[config.mk]
export PLATFORM = sky130hd
export DESIGN_NAME = rom_read_arbiter_flat
export DESIGN_NICKNAME = d
export VERILOG_FILES = /design/src/rtl/rom_read_arbiter_if.sv /design/src/rtl/rom_read_arbiter.sv /design/src/flat_wrapper.sv
export SDC_FILE = /design/constraint.sdc
export NUM_CORES = 1
export LEC_CHECK = 0
export BUFFER_PORTS_ARGS = -buffer_cell sky130_fd_sc_hd__buf_2
export CAP_MARGIN = 20
export CORE_MARGIN = 5
export CORE_UTILIZATION = 30
export DETAILED_ROUTE_END_ITERATION = 7
export REMOVE_ABC_BUFFERS = 1
export SLEW_MARGIN = 20
export SYNTH_ARGS = -nofsm -noshare
export SYNTH_HDL_FRONTEND = slang
export SYNTH_SLANG_ARGS = --single-unit
[constraint.sdc]
create_clock -name clk -period 1.4 [get_ports clk]
set_input_delay 0.07 -clock clk [delete_from_list [all_inputs] [get_ports clk]]
set_output_delay 0.07 -clock clk [all_outputs]
set_load 0.03 [all_outputs]
[src/rtl/rom_read_arbiter_if.sv]
// Bundle of requester, response and ROM-side signals shared by the ROM read arbiter.
// Latency: none, wires only.
// Backpressure: none; requesters hold req level until served or withdrawn.
interface rom_read_arbiter_if #(
  parameter int ADDR_W = 3,
  parameter int DATA_W = 4
);
  logic              req0;
  logic [ADDR_W-1:0] addr0;
  logic              grant0;
  logic              valid0;
  logic [DATA_W-1:0] data0;
  logic              req1;
  logic [ADDR_W-1:0] addr1;
  logic              grant1;
  logic              valid1;
  logic [DATA_W-1:0] data1;
  logic [ADDR_W-1:0] ROM_addr;
  logic [DATA_W-1:0] ROM_data;
  logic              busy;

  // Arbiter side: sees requests and ROM data, drives grants, responses and ROM address.
  modport slave (
    input  req0, addr0, req1, addr1, ROM_data,
    output grant0, valid0, data0, grant1, valid1, data1, ROM_addr, busy
  );

  // Environment side: requesters plus the ROM itself.
  modport master (
    output req0, addr0, req1, addr1, ROM_data,
    input  grant0, valid0, data0, grant1, valid1, data1, ROM_addr, busy
  );
endinterface

[src/rtl/rom_read_arbiter.sv]
// Round-robin sharing of one combinational ROM between two requesters.
// Latency: grant at sampling edge E0, valid strobe after E0+WAIT_CYCLES, one read per WAIT_CYCLES+2 cycles.
// Backpressure: requests are only sampled in IDLE; a waiting requester simply keeps req high.
module rom_read_arbiter #(
  parameter int ADDR_W      = 3,
  parameter int DATA_W      = 4,
  parameter int WAIT_CYCLES = 1
) (
  input  logic             clk,
  input  logic             rst_n,
  rom_read_arbiter_if.slave bus
);

  localparam int CNT_W = (WAIT_CYCLES < 2) ? 1 : $clog2(WAIT_CYCLES + 1);

  localparam logic [1:0] S_IDLE = 2'd0;
  localparam logic [1:0] S_WAIT = 2'd1;
  localparam logic [1:0] S_RESP = 2'd2;

  logic [1:0]        state_q, state_d;
  logic [CNT_W-1:0]  cnt_q, cnt_d;
  // Owner of the current read; also remembers the last winner for the round-robin tie-break.
  logic              last_owner_q, last_owner_d;
  logic [ADDR_W-1:0] rom_addr_q, rom_addr_d;
  logic [DATA_W-1:0] data0_q, data0_d;
  logic [DATA_W-1:0] data1_q, data1_d;
  logic              grant0_q, grant0_d;
  logic              grant1_q, grant1_d;
  logic              valid0_q, valid0_d;
  logic              valid1_q, valid1_d;
  logic              busy_q, busy_d;
  logic              pick1;

  // Requester 1 wins when it is alone, or when both ask and requester 0 won last time.
  always_comb begin
    pick1 = bus.req1 & (~bus.req0 | ~last_owner_q);
  end

  // Next-state logic for the IDLE -> WAIT -> RESP read sequence.
  always_comb begin
    state_d      = state_q;
    cnt_d        = cnt_q;
    last_owner_d = last_owner_q;
    rom_addr_d   = rom_addr_q;
    data0_d      = data0_q;
    data1_d      = data1_q;
    grant0_d     = grant0_q;
    grant1_d     = grant1_q;
    valid0_d     = valid0_q;
    valid1_d     = valid1_q;
    busy_d       = busy_q;
    case (state_q)
      S_IDLE: begin
        if (bus.req0 | bus.req1) begin
          last_owner_d = pick1;
          rom_addr_d   = pick1 ? bus.addr1 : bus.addr0;
          grant0_d     = ~pick1;
          grant1_d     = pick1;
          cnt_d        = CNT_W'(WAIT_CYCLES);
          busy_d       = 1'b1;
          state_d      = S_WAIT;
        end
      end
      S_WAIT: begin
        if (cnt_q == CNT_W'(1)) begin
          if (last_owner_q) begin
            data1_d  = bus.ROM_data;
            valid1_d = 1'b1;
          end else begin
            data0_d  = bus.ROM_data;
            valid0_d = 1'b1;
          end
          state_d = S_RESP;
        end else begin
          cnt_d = cnt_q - CNT_W'(1);
        end
      end
      S_RESP: begin
        valid0_d = 1'b0;
        valid1_d = 1'b0;
        grant0_d = 1'b0;
        grant1_d = 1'b0;
        busy_d   = 1'b0;
        state_d  = S_IDLE;
      end
      default: begin
        state_d = S_IDLE;
      end
    endcase
  end

  // State registers; reset discards any in-flight read.
  always_ff @(posedge clk or negedge rst_n) begin
    if (!rst_n) begin
      state_q      <= S_IDLE;
      cnt_q        <= '0;
      last_owner_q <= 1'b1;
      rom_addr_q   <= '0;
      data0_q      <= '0;
      data1_q      <= '0;
      grant0_q     <= 1'b0;
      grant1_q     <= 1'b0;
      valid0_q     <= 1'b0;
      valid1_q     <= 1'b0;
      busy_q       <= 1'b0;
    end else begin
      state_q      <= state_d;
      cnt_q        <= cnt_d;
      last_owner_q <= last_owner_d;
      rom_addr_q   <= rom_addr_d;
      data0_q      <= data0_d;
      data1_q      <= data1_d;
      grant0_q     <= grant0_d;
      grant1_q     <= grant1_d;
      valid0_q     <= valid0_d;
      valid1_q     <= valid1_d;
      busy_q       <= busy_d;
    end
  end

  assign bus.ROM_addr = rom_addr_q;
  assign bus.data0    = data0_q;
  assign bus.data1    = data1_q;
  assign bus.grant0   = grant0_q;
  assign bus.grant1   = grant1_q;
  assign bus.valid0   = valid0_q;
  assign bus.valid1   = valid1_q;
  assign bus.busy     = busy_q;

endmodule
[src/flat_wrapper.sv]
// flat-port wrapper written by rule: the top's interface ports become plain ports
module rom_read_arbiter_flat 
#(
  parameter int ADDR_W      = 3,
  parameter int DATA_W      = 4,
  parameter int WAIT_CYCLES = 1
)
  (clk, rst_n, bus_req0, bus_addr0, bus_req1, bus_addr1, bus_ROM_data, bus_grant0, bus_valid0, bus_data0, bus_grant1, bus_valid1, bus_data1, bus_ROM_addr, bus_busy);
  rom_read_arbiter_if #(.ADDR_W(ADDR_W), .DATA_W(DATA_W)) bus_i ();
  input  logic clk;
  input  logic rst_n;
  input wire logic [$bits(bus_i.req0)-1:0] bus_req0;
  input wire logic [$bits(bus_i.addr0)-1:0] bus_addr0;
  input wire logic [$bits(bus_i.req1)-1:0] bus_req1;
  input wire logic [$bits(bus_i.addr1)-1:0] bus_addr1;
  input wire logic [$bits(bus_i.ROM_data)-1:0] bus_ROM_data;
  output wire logic [$bits(bus_i.grant0)-1:0] bus_grant0;
  output wire logic [$bits(bus_i.valid0)-1:0] bus_valid0;
  output wire logic [$bits(bus_i.data0)-1:0] bus_data0;
  output wire logic [$bits(bus_i.grant1)-1:0] bus_grant1;
  output wire logic [$bits(bus_i.valid1)-1:0] bus_valid1;
  output wire logic [$bits(bus_i.data1)-1:0] bus_data1;
  output wire logic [$bits(bus_i.ROM_addr)-1:0] bus_ROM_addr;
  output wire logic [$bits(bus_i.busy)-1:0] bus_busy;
  assign bus_i.req0 = bus_req0;
  assign bus_i.addr0 = bus_addr0;
  assign bus_i.req1 = bus_req1;
  assign bus_i.addr1 = bus_addr1;
  assign bus_i.ROM_data = bus_ROM_data;
  assign bus_grant0 = bus_i.grant0;
  assign bus_valid0 = bus_i.valid0;
  assign bus_data0 = bus_i.data0;
  assign bus_grant1 = bus_i.grant1;
  assign bus_valid1 = bus_i.valid1;
  assign bus_data1 = bus_i.data1;
  assign bus_ROM_addr = bus_i.ROM_addr;
  assign bus_busy = bus_i.busy;
  rom_read_arbiter #(.ADDR_W(ADDR_W), .DATA_W(DATA_W), .WAIT_CYCLES(WAIT_CYCLES)) u_core (.clk(clk), .rst_n(rst_n), .bus(bus_i));
endmodule
; ---- Word level (Yosys, flattened, before mapping)
; Cells that the tools add are included.
[totals]
out_inout_bits = 16
regBits = 20
input_bits = 14
elab_cells = 54
[classes]
n_addsub = 1
bitwise = 6
n_reduce_logical = 12
eq_ne = 6
mux = 18
[op_table]
columns = cell, n
row1 = $pmux W1 S2, 6
row2 = $reduce_and A3 Y1, 4
row3 = $mux W1, 8
row4 = $reduce_and A2 Y1, 4
row5 = $ne A2 B1 Y1 const B, 3
row6 = $reduce_bool A2 Y1, 3
row7 = $mux W2, 2
row8 = $pmux W2 S2, 1
row9 = $mux W3, 1
row10 = $not A1 Y1, 3
row11 = $eq A2 B1 Y1 const B, 1
row12 = $eq A2 B2 Y1 const B, 1
row13 = $logic_not A2 Y1, 1
row14 = $ne A2 B2 Y1 const B, 1
row15 = $or A1 B1 Y1, 2
row16 = $and A1 B1 Y1, 1
row17 = $sub A1 B1 Y1 const B, 1

; ---- Depth between registers and ports, before layout
; Gate-level depths: netlist of run 1.
[logic_depth]
ltp_word = 6
mapped_depth = 5
depth_no_buf = 5

; ---- Worst setup path before layout of run 1
; Ideal clock, no wire load.
[synth_path]
path_type = register to register
from = register u_core.state_q[0]
to = register u_core.state_q[0]
t_required_ns = 1.275
setup_ns = 0.125
synth_period_minus_slack_ns = 1.461
path_stages_with_launch = 6
slack_ns = -0.061
n_path_buf = 0
arrival_time_ns = 1.336
cell_sequence = dfrtp_1 > inv_1 > ha_1 > nor3b_4 > a21oi_2 > mux2_4
[synth_between]
elab_chain_len = 3
elab_cells_between_ends = 6
cone_classes = 3 x eq/ne / 1 x mux / 2 x reduce/logical
[synth_rtl]
columns = item, line
row1 = from (decl), rom_read_arbiter.sv:20  ; logic [1:0] state_q, state_d;
row2 = from (signal assigned), rom_read_arbiter.sv:107  ; state_q <= state_d;
row3 = $eq A2 B1 Y1 / $logic_not A2 Y1 (equally long branches), rom_read_arbiter.sv:52  ; case (state_q)
row4 = $ne A2 B1 Y1 (no source line), -
row5 = $reduce_and A2 Y1 (no source line), -
; Several ways; a longest one is shown, not always the timed one.
; A chain may end at the register's enable or synchronous reset.

; ---- Worst setup path after layout of run 1
; Ends and elaborated chain as after synthesis.

==> results of run 1 <==
[sequential cells by signal, summed over array words and instances, names as in the netlist]
| register | count |
|---|---|
| u_core.bus.data1 | 4 |
| u_core.last_owner_q | 1 |
| u_core.bus.grant0 | 1 |
| u_core.cnt_q | 1 |
| u_core.bus.data0 | 4 |
| u_core.bus.valid1 | 1 |
| u_core.bus.busy | 1 |
| u_core.bus.ROM_addr | 3 |
| u_core.bus.grant1 | 1 |
| u_core.state_q | 2 |
| u_core.bus.valid0 | 1 |
[Yosys cell counts, drive strengths merged]
cell,instances
o21a,2
o21ai,3
nand3,1
dfstp,1
nand3b,1
o31ai,1
a21boi,3
nand2b,1
nand2,3
nor3b,1
inv,5
a21oi,5
mux2i,5
and4b,1
dfrtp,19
mux2,11
a31oi,2
a211o,1
nor2,4
ha,4
[routing by layer]
metal,GRT usage,wire (µm),part of all wire
met3,0.0323,80,0.039
met5,0,0,0
met4,0.0305,28,0.014
met1,0.108,854,0.42
met2,0.171,1090,0.53
[placed cells by master, fill, tap and decap left out]
| cell type | synthesis | layout |
|---|---|---|
| a21boi_4 | 1 | 2 |
| a211o_1 | 1 | 1 |
| inv_1 | 5 | 3 |
| dfstp_2 | 1 | 1 |
| a31oi_1 | 2 | 2 |
| inv_4 | 0 | 1 |
| dfrtp_1 | 19 | 18 |
| mux2_2 | 10 | 8 |
| ha_2 | 0 | 1 |
| a21oi_2 | 1 | 1 |
| a21boi_2 | 0 | 1 |
| o21a_4 | 0 | 1 |
| o21a_1 | 2 | 1 |
| buf_6 | 0 | 2 |
| nor2_1 | 4 | 4 |
| nor3b_4 | 1 | 1 |
| and4b_2 | 1 | 1 |
| nand2b_1 | 1 | 1 |
| buf_4 | 0 | 2 |
| nand3b_1 | 1 | 1 |
| nand2_1 | 3 | 3 |
| dfrtp_2 | 0 | 1 |
| o31ai_1 | 1 | 1 |
| ha_1 | 4 | 1 |
| ha_4 | 0 | 2 |
| dlygate4sd3_1 | 0 | 3 |
| nand3_1 | 1 | 1 |
| a21oi_1 | 4 | 4 |
| inv_2 | 0 | 1 |
| clkbuf_4 | 0 | 3 |
| mux2_4 | 1 | 3 |
| bufinv_16 | 0 | 1 |
| buf_2 | 0 | 29 |
| mux2i_1 | 5 | 5 |
| o21ai_0 | 3 | 3 |
[path summary, 6_finish.rpt]
kind                                               start  cells after the start  slack (ns)                         endpoint
max                        u_core.state_q[0]$_DFFE_PN0P_                      5        0.02    u_core.state_q[0]$_DFFE_PN0P_
min                                      bus_ROM_data[0]                      2        0.01  u_core.bus.data1[0]$_DFFE_PN0P_
max in group asynchronous                          rst_n                      2        0.84  u_core.last_owner_q$_DFFE_PN1P_
max reg2reg                u_core.state_q[0]$_DFFE_PN0P_                      5        0.02    u_core.state_q[0]$_DFFE_PN0P_
min in group asynchronous                          rst_n                      2        0.22    u_core.bus.grant1$_DFFE_PN0P_
min reg2reg                u_core.bus.grant1$_DFFE_PN0P_                      2        0.51    u_core.bus.grant1$_DFFE_PN0P_
[timing repair]
action / 4_1_cts / 5_1_grt
buffers inserted: 0 / 0
resized for setup: 7 / 13
hold buffers: 3 / 0
hold endpoints to repair: 22 / 0
setup endpoints to repair: 7 / 18
gates cloned: 0 / 0
pin swaps: 0 / 0
[metrics by stage]
stage / util / instance area (µm²) / cells / TNS [ns]
final: 0.438 / 1330 / 158 / 0
after global routing: 0.438 / 1330 / 158 / -0.0485
after CTS: 0.420 / 1270 / 158 / 0
after detailed placement: 0.388 / 1170 / 151 / -0.169
after global placement: 0.388 / 1170 / 151 / -0.0857
after floorplan: - / 945 / 74 / -0.0614
[critical path: stages, from the launching register on]
cell and delay (ns):
dfrtp_2 0.47, inv_4 0.09, ha_4 0.14, nor3b_4 0.23, a21oi_2 0.06, mux2_4 0.29
[final cells by class]
class / count / area [µm²]
fill: 291 / 1700
sequential: 20 / 503
multi-input combinational: 49 / 482
timing repair buffer: 36 / 213
tap: 44 / 55.1
clock inverter: 1 / 30.0
clock buffer: 3 / 22.5
inverter: 5 / 21.3
[report_power, final]
part           switching [mW]  total (mW)  internal, mW
Clock                   0.185       0.475         0.289
Sequential              0.173        1.03         0.860
Combinational            1.04        1.87         0.830
Total                    1.40        3.38          1.98
[cells by family after synthesis]
kind of cell,after synthesis
simple gates,12
mux,16
compound gates,17
fa+ha+maj,4
flops,20
buf+inv,5
==> results_dict.tcl, run 1 <==
set metrics [dict create \
    dieArea_mm2 0.00437 \
    required_ns 1.60 \
    fin_crit_sh 0.987 \
    grt_pass1_wl_mm 3.20 \
    insertedDiodeCount 0 \
    critPathArrivalTime_ns 1.58 \
    synth_xor_area_frac 0 \
    synth_top_area_frac 0.503 \
    postRouteAntennaNets 0 \
    routabilityCongestion 0.741 \
    drc_errors 0 \
    timing.hold.ws_ns 0.0140 \
    cap_viol_max_count 0 \
    track_usage 0.0968 \
    die_w_um 66.1 \
    ios 30 \
    drt_iter0_drc 15 \
    clock-sinks 20 \
    cellPowerDensity_mw_per_mm2 2550 \
    hpwl_mm 1.52 \
    wl_mm 2.05 \
    clock_latency_ns 0.30 \
    syn_area_um2 945 \
    fin_crit_ns 1.38 \
    ys_ff_latch 20 \
    slew_viol_final 0 \
    root_buffer "clkbuf_4" \
    end_kind "flop" \
    place_ws_ns -0.0927 \
    tightest_slew_ns 0.442 \
    cts_tree "built" \
    setup.worst_path.start_class "flop" \
    yosys.area_share.simple 0.0795 \
    synth_top_family_by_area "multiplexers" \
    synthAdderAreaFrac 0.0530 \
    status "completed" \
    initial_utilization 0.312 \
    total_power_mw 3.38 \
    hold_violations 0 \
    leakagePower_nw 0.609 \
    vias_per_cell 4.50 \
    finalNetCount 133 \
    synth_area_leader_cell "dfrtp_1" \
    finalSetupViolCount 0 \
    synth_cell_types 23 \
    syn_inst 74 \
    grt_pass1_vias 704 \
    area_delta_synth_final_pct 40.4 \
    yosysSeqAreaShare 0.531 \
    fmax_mhz 723 \
    drt-wirelength-per-cell_um 13.0 \
    drt-pass1-iter-count 3 \
    synth.area.top_cells "dfrtp_1, mux2_2, ha_1" \
    grt-ovfl-total 0 \
    crit_fanout 3 \
    holdCritPathClass "input pin to flop" \
    cts_buffers 3 \
    yosysWarnings 0 \
    clk_pin_slew_worst_paths_ns 0.12 \
    peakVddDrop_mv 1.14 \
    synth_compound_area_frac 0.128 \
    max_slew_margin 0.705 \
    core_mm2 0.00303 \
    skew_ns 0.000696 \
    critPathKind "flop to flop" \
    grt_max_degree 21 \
    via_count 711 \
    cts_max_level 1 \
    synth.mux.area_fraction 0.188 \
    finalWorstSetupSlack_ns 0.0177 \
    layout-drive-gt1-share 0.544 \
    rows 20 \
    cts_buffer_depth 2 \
    syn_avg_cell_area_um2 12.8 \
    place.port_buffers 29 \
    antenna_found_initial 0 \
    die_h_um 66.1 \
]
Power figures use the tool's default switching activity.
==> inputs of run 2 (changes only) <==
--- a/config.mk
+++ b/config.mk
@@ -5,7 +5,7 @@
 export SDC_FILE = /design/constraint.sdc
 export NUM_CORES = 1
 export LEC_CHECK = 0
-export BUFFER_PORTS_ARGS = -buffer_cell sky130_fd_sc_hd__buf_2
+export BUFFER_PORTS_ARGS = -buffer_cell sky130_fd_sc_hd__buf_4
 export CAP_MARGIN = 20
 export CORE_MARGIN = 5
 export CORE_UTILIZATION = 30
==> results_dict.tcl, run 2 (same netlist as run 1, synthesis figures left out) <==
set metrics [dict create \
    holdCritPathClass "input pin to flop" \
    reg2regPathDepth 4 \
    rsz0062_at_grt "true" \
    hpwl_mm 1.60 \
    ios 30 \
    postLayoutCoreUtil 0.487 \
    setup.worst_path.start_class "flop" \
    path_buf_inv 1 \
    cap_viol_max_count 0 \
    grt-ovfl-total 0 \
    cts_tree "built" \
    grt_pass1_wl_mm 3.60 \
    total_power_mw 3.65 \
    max_slew_margin 0.830 \
    leakagePower_nw 0.678 \
    crit_fanout 3 \
    critPathKind "flop to flop" \
    path_cells "inv_2, ha_4, a21boi_2, mux2_4" \
    antenna_found_initial 0 \
    final_common_cell "buf_4" \
    path_depth 4 \
    area_delta_synth_final_pct 56.0 \
    root_buffer "clkbuf_4" \
    critPathSlowestCell "dfrtp_1" \
    cellPowerDensity_mw_per_mm2 2470 \
    routabilityCongestion 0.757 \
    slowest_delay_ns 0.46 \
    peakVddDrop_mv 1.05 \
    initial_utilization 0.312 \
    fin_crit_sh 0.994 \
    drt-wirelength-per-cell_um 13.7 \
    via_count 732 \
    fin_crit_ns 1.39 \
    cts_buffer_depth 2 \
    startpoint "u_core.state_q[0]$_DFFE_PN0P_" \
    track_usage 0.110 \
    final_cell_mix "buf_4, dfrtp_1, mux2_2, dlygate4sd3_1, mux2i_1" \
    slew_viol_final 0 \
    r2r_start "u_core.state_q[0]$_DFFE_PN0P_" \
    insertedDiodeCount 0 \
    clk_pin_slew_worst_paths_ns 0.11 \
    finalNetCount 142 \
    stdcell_count 167 \
    setup.reg_to_reg.worst_slack_ns 0.009 \
    postRouteAntennaNets 0 \
    vias_per_cell 4.38 \
    cts_max_level 1 \
    layout-drive-gt1-share 0.545 \
    dieArea_mm2 0.00437 \
    grt_pass1_vias 779 \
    die_w_um 66.1 \
    clock-sinks 20 \
    rr_endpoint "u_core.bus.valid1$_DFFE_PN0P_" \
    hold_violations 0 \
    clock_latency_ns 0.30 \
    skew_ns 0.000787 \
    grt_max_degree 21 \
    fmax_mhz 719 \
    drt_iter0_drc 8 \
    place.port_buffers 29 \
    die_h_um 66.1 \
    drc_errors 0 \
    status "completed" \
    finalSetupViolCount 0 \
    placedCellCount 152 \
    cp-endpoint "u_core.bus.valid1$_DFFE_PN0P_" \
    crit_family "flip-flops" \
    cts_buffers 3 \
    rows 20 \
    end_kind "flop" \
    wl_mm 2.28 \
    critPathArrivalTime_ns 1.59 \
    required_ns 1.60 \
    core_mm2 0.00303 \
    tightest_slew_ns 0.255 \
    drt-pass1-iter-count 2 \
]
-- run 2: layout make-up --
cell class / instances / area [µm²]
fillers: 281 / 1550
repair buffers: 45 / 359
inverters: 5 / 18.8
flip-flops and latches: 20 / 502
multi-input cells: 49 / 487
well taps: 44 / 55.1
clock inverters: 1 / 30.0
clock buffers: 3 / 22.5
-- run 2: what timing repair did --
action,in CTS,in global routing
hold buffers,7,0
endpoints found under the hold margin,29,0
cloned,0,0
gates resized for setup,4,14
endpoints found under the setup margin,13,14
pin swaps,0,1
setup buffers,0,4
-- run 2: how the worst min path moves through the flow --
| stage | cells past startpoint | start | to | slack (ns) |
|---|---|---|---|---|
| floorplan | 0 | rst_n | u_core.bus.ROM_addr[0]$_DFFE_PN0P_ | -0.23 |
| global placement | 1 | rst_n | u_core.bus.ROM_addr[2]$_DFFE_PN0P_ | -0.04 |
| detailed placement | 1 | rst_n | u_core.bus.ROM_addr[2]$_DFFE_PN0P_ | -0.03 |
| CTS | 3 | bus_addr0[2] | u_core.bus.ROM_addr[2]$_DFFE_PN0P_ | 0.05 |
| global route | 3 | bus_addr1[2] | u_core.bus.ROM_addr[2]$_DFFE_PN0P_ | 0.06 |
| finish | 3 | bus_addr0[2] | u_core.bus.ROM_addr[2]$_DFFE_PN0P_ | 0.05 |
-- run 2: metal layers --
layer,track usage,vias up,part of all wire
met5,0,-,0
met4,0.0381,0,0.011
met3,0.0289,2,0.040
met2,0.201,16,0.56
met1,0.120,352,0.39
li1,-,362,-
-- run 2: power breakdown --
part           total [mW]  switching [mW]  internal, mW
clock network       0.473           0.183         0.289
logic                2.14            1.08          1.05
registers            1.04           0.179         0.857
-- run 2: worst min-delay path, delay by kind of cell --
| family | cells | cell delay [ns] |
|---|---|---|
| AOI/OAI and AO/OA | 1 | 0.13 |
| buffers and inverters | 1 | 0.08 |
| muxes | 1 | 0.05 |
-- run 2: per-stage QoR --
| stage | area [µm²] | setup slack [ns] | hold WS (ns) | setup TNS [ns] |
|---|---|---|---|---|
| final | 1470 | 0.00856 | 0.0545 | 0 |
| after global routing | 1470 | -0.0839 | 0.0600 | -0.255 |
| after CTS | 1390 | -0.0378 | 0.0453 | -0.177 |
| after detailed placement | 1250 | -0.0596 | -0.0334 | -0.161 |
| after global placement | 1250 | -0.0388 | -0.0386 | -0.0725 |
| after floorplan | 945 | -0.0614 | -0.226 | -0.0614 |
==> inputs of run 3 (changes only) <==
--- a/config.mk
+++ b/config.mk
@@ -7,6 +7,7 @@
 export LEC_CHECK = 0
 export BUFFER_PORTS_ARGS = -buffer_cell sky130_fd_sc_hd__buf_4
 export CAP_MARGIN = 20
+export CORE_ASPECT_RATIO = 1.2
 export CORE_MARGIN = 5
 export CORE_UTILIZATION = 30
 export DETAILED_ROUTE_END_ITERATION = 7
==> results_dict.tcl, run 3 (same netlist as run 1, synthesis figures left out) <==
set metrics [dict create \
    place.port_buffers 29 \
    grt_max_degree 21 \
    r2r_start "u_core.state_q[0]$_DFFE_PN0P_" \
    routabilityCongestion 0.694 \
    finalNetCount 142 \
    cap_viol_max_count 0 \
    min_from "bus_addr0[2]" \
    ios 30 \
    root_buffer "clkbuf_4" \
    violations "setup timing" \
    tightest_slew_ns 0.295 \
    drt_iter0_drc 16 \
    rows 22 \
    grt_pass1_wl_mm 3.61 \
    clock-sinks 20 \
    slew_viol_final 0 \
    clock_latency_ns 0.30 \
    drc_errors 0 \
    n_fill_cell 287 \
    critPathArrivalTime_ns 1.65 \
    peakVddDrop_mv 1.51 \
    holdCritPathClass "input pin to flop" \
    fin_crit_sh 1.03 \
    setup.worst_path.start_class "flop" \
    max_slew_margin 0.803 \
    drt-pass1-iter-count 4 \
    hpwl_mm 1.58 \
    layout-drive-gt1-share 0.520 \
    hold_violations 0 \
    finalWorstSetupSlack_ns -0.0433 \
    final_cell_mix "buf_4, dfrtp_1, mux2_2, dlygate4sd3_1, mux2i_1" \
    die_w_um 61.2 \
    clk_pin_slew_worst_paths_ns 0.12 \
    drt-wirelength-per-cell_um 13.2 \
    fin_crit_ns 1.44 \
    required_ns 1.60 \
    wl_mm 2.09 \
    place_area_mm2 0.00125 \
    cts_max_level 1 \
    postRouteAntennaNets 0 \
    startpoint "u_core.state_q[0]$_DFFE_PN0P_" \
    internal_power_mw 2.13 \
    cts_buffer_depth 2 \
    area_delta_synth_final_pct 52.5 \
    finalSetupViolCount 5 \
    vias_per_cell 4.65 \
    fmax_mhz 693 \
    combPwrFrac 0.574 \
    via_count 740 \
    rsz0062_at_grt "true" \
    initial_utilization 0.309 \
    dieArea_mm2 0.00438 \
    stdcell_area_mm2 0.00144 \
    grt-ovfl-total 0 \
    antenna_found_initial 0 \
    switching_share 0.394 \
    end_kind "flop" \
    clock_power_share 0.134 \
    track_usage 0.108 \
    multiInputGateArea_um2 467 \
    crit_fanout 6 \
    grt_pass1_vias 797 \
    core_mm2 0.00306 \
    skew_ns 0.00783 \
    p_sw_mw 1.39 \
    leakagePower_nw 0.677 \
    cts_buffers 3 \
    cts_tree "built" \
    place_ws_ns -0.0857 \
    pwr-share-seq 0.292 \
    status "finished, violations left" \
    insertedDiodeCount 0 \
    critPathKind "flop to flop" \
    cellPowerDensity_mw_per_mm2 2440 \
    seqCellArea_um2 502 \
    die_h_um 71.5 \
    final_common_cell "buf_4" \
]
==> run 3: cell counts in the layout (fill, tap and decap cells not counted) <==
Identical to the previous run, type by type.
==> run 3: timing repair <==
| item | in CTS | in global routing |
|---|---|---|
| endpoints found under the hold margin | 28 | 0 |
| cloned | 0 | 0 |
| buffers inserted | 0 | 3 |
| hold buffers | 7 | 0 |
| pin swaps | 0 | 1 |
| resized for setup | 4 | 9 |
| endpoints found under the setup margin | 13 | 16 |
==> run 3: power by group through the flow <==
stage                     Clock [mW]  Sequential [mW]  Combinational (mW)
final                          0.471             1.03                2.02
after global routing           0.520             1.06                2.19
after CTS                      0.483             1.03                1.87
after detailed placement           0             1.03                1.83
after global placement             0             1.02                1.80
after floorplan                    0             1.46               0.705
==> run 3: metrics by stage <==
stage	utilization	setup TNS [ns]	power [mW]	std cells	hold slack, ns
3_5_place_dp	0.410	-0.504	2.86	145	-0.0397
4_1_cts	0.453	-0.143	3.38	156	0.0508
6_report	0.471	-0.0946	3.51	159	0.0561
3_3_place_gp	0.410	-0.218	2.82	145	-0.0374
5_1_grt	0.471	-0.394	3.77	159	0.0434
2_1_floorplan	-	-0.0614	2.17	74	-0.226
==> run 3: layout make-up <==
| cell class | instances | share of cell area |
|---|---|---|
| inverters | 5 | 0.0130 |
| flip-flops and latches | 20 | 0.348 |
| clock inverters | 1 | 0.0209 |
| repair buffers | 45 | 0.247 |
| multi-input cells | 49 | 0.324 |
| well taps | 36 | 0.0313 |
| clock buffers | 3 | 0.0156 |
==> run 3: worst max-delay path, cell delays in order, from the launching register on <==
cell and delay, ns:
dfrtp_1 0.41, buf_4 0.15, ha_4 0.18, nand3b_1 0.24, mux2_2 0.37
==> run 3: final timing paths <==
| path | cells past startpoint | endpoint | slack [ns] |
|---|---|---|---|
| max | 4 | u_core.bus.data0[0]$_DFFE_PN0P_ | -0.04 |
| min reg2reg | 1 | u_core.bus.data1[3]$_DFFE_PN0P_ | 0.52 |
| max reg2reg | 4 | u_core.bus.data0[0]$_DFFE_PN0P_ | -0.04 |
| min | 3 | u_core.bus.ROM_addr[2]$_DFFE_PN0P_ | 0.06 |
| max in group asynchronous | 2 | u_core.last_owner_q$_DFFE_PN1P_ | 0.98 |
| min in group asynchronous | 2 | u_core.bus.data1[1]$_DFFE_PN0P_ | 0.16 |
==> run 3: per-layer routing <==
| metal | part of all wire | GRT usage |
|---|---|---|
| met1 | 0.39 | 0.125 |
| met2 | 0.54 | 0.180 |
| met3 | 0.056 | 0.0288 |
| met4 | 0.0086 | 0.0506 |
| met5 | 0 | 0 |
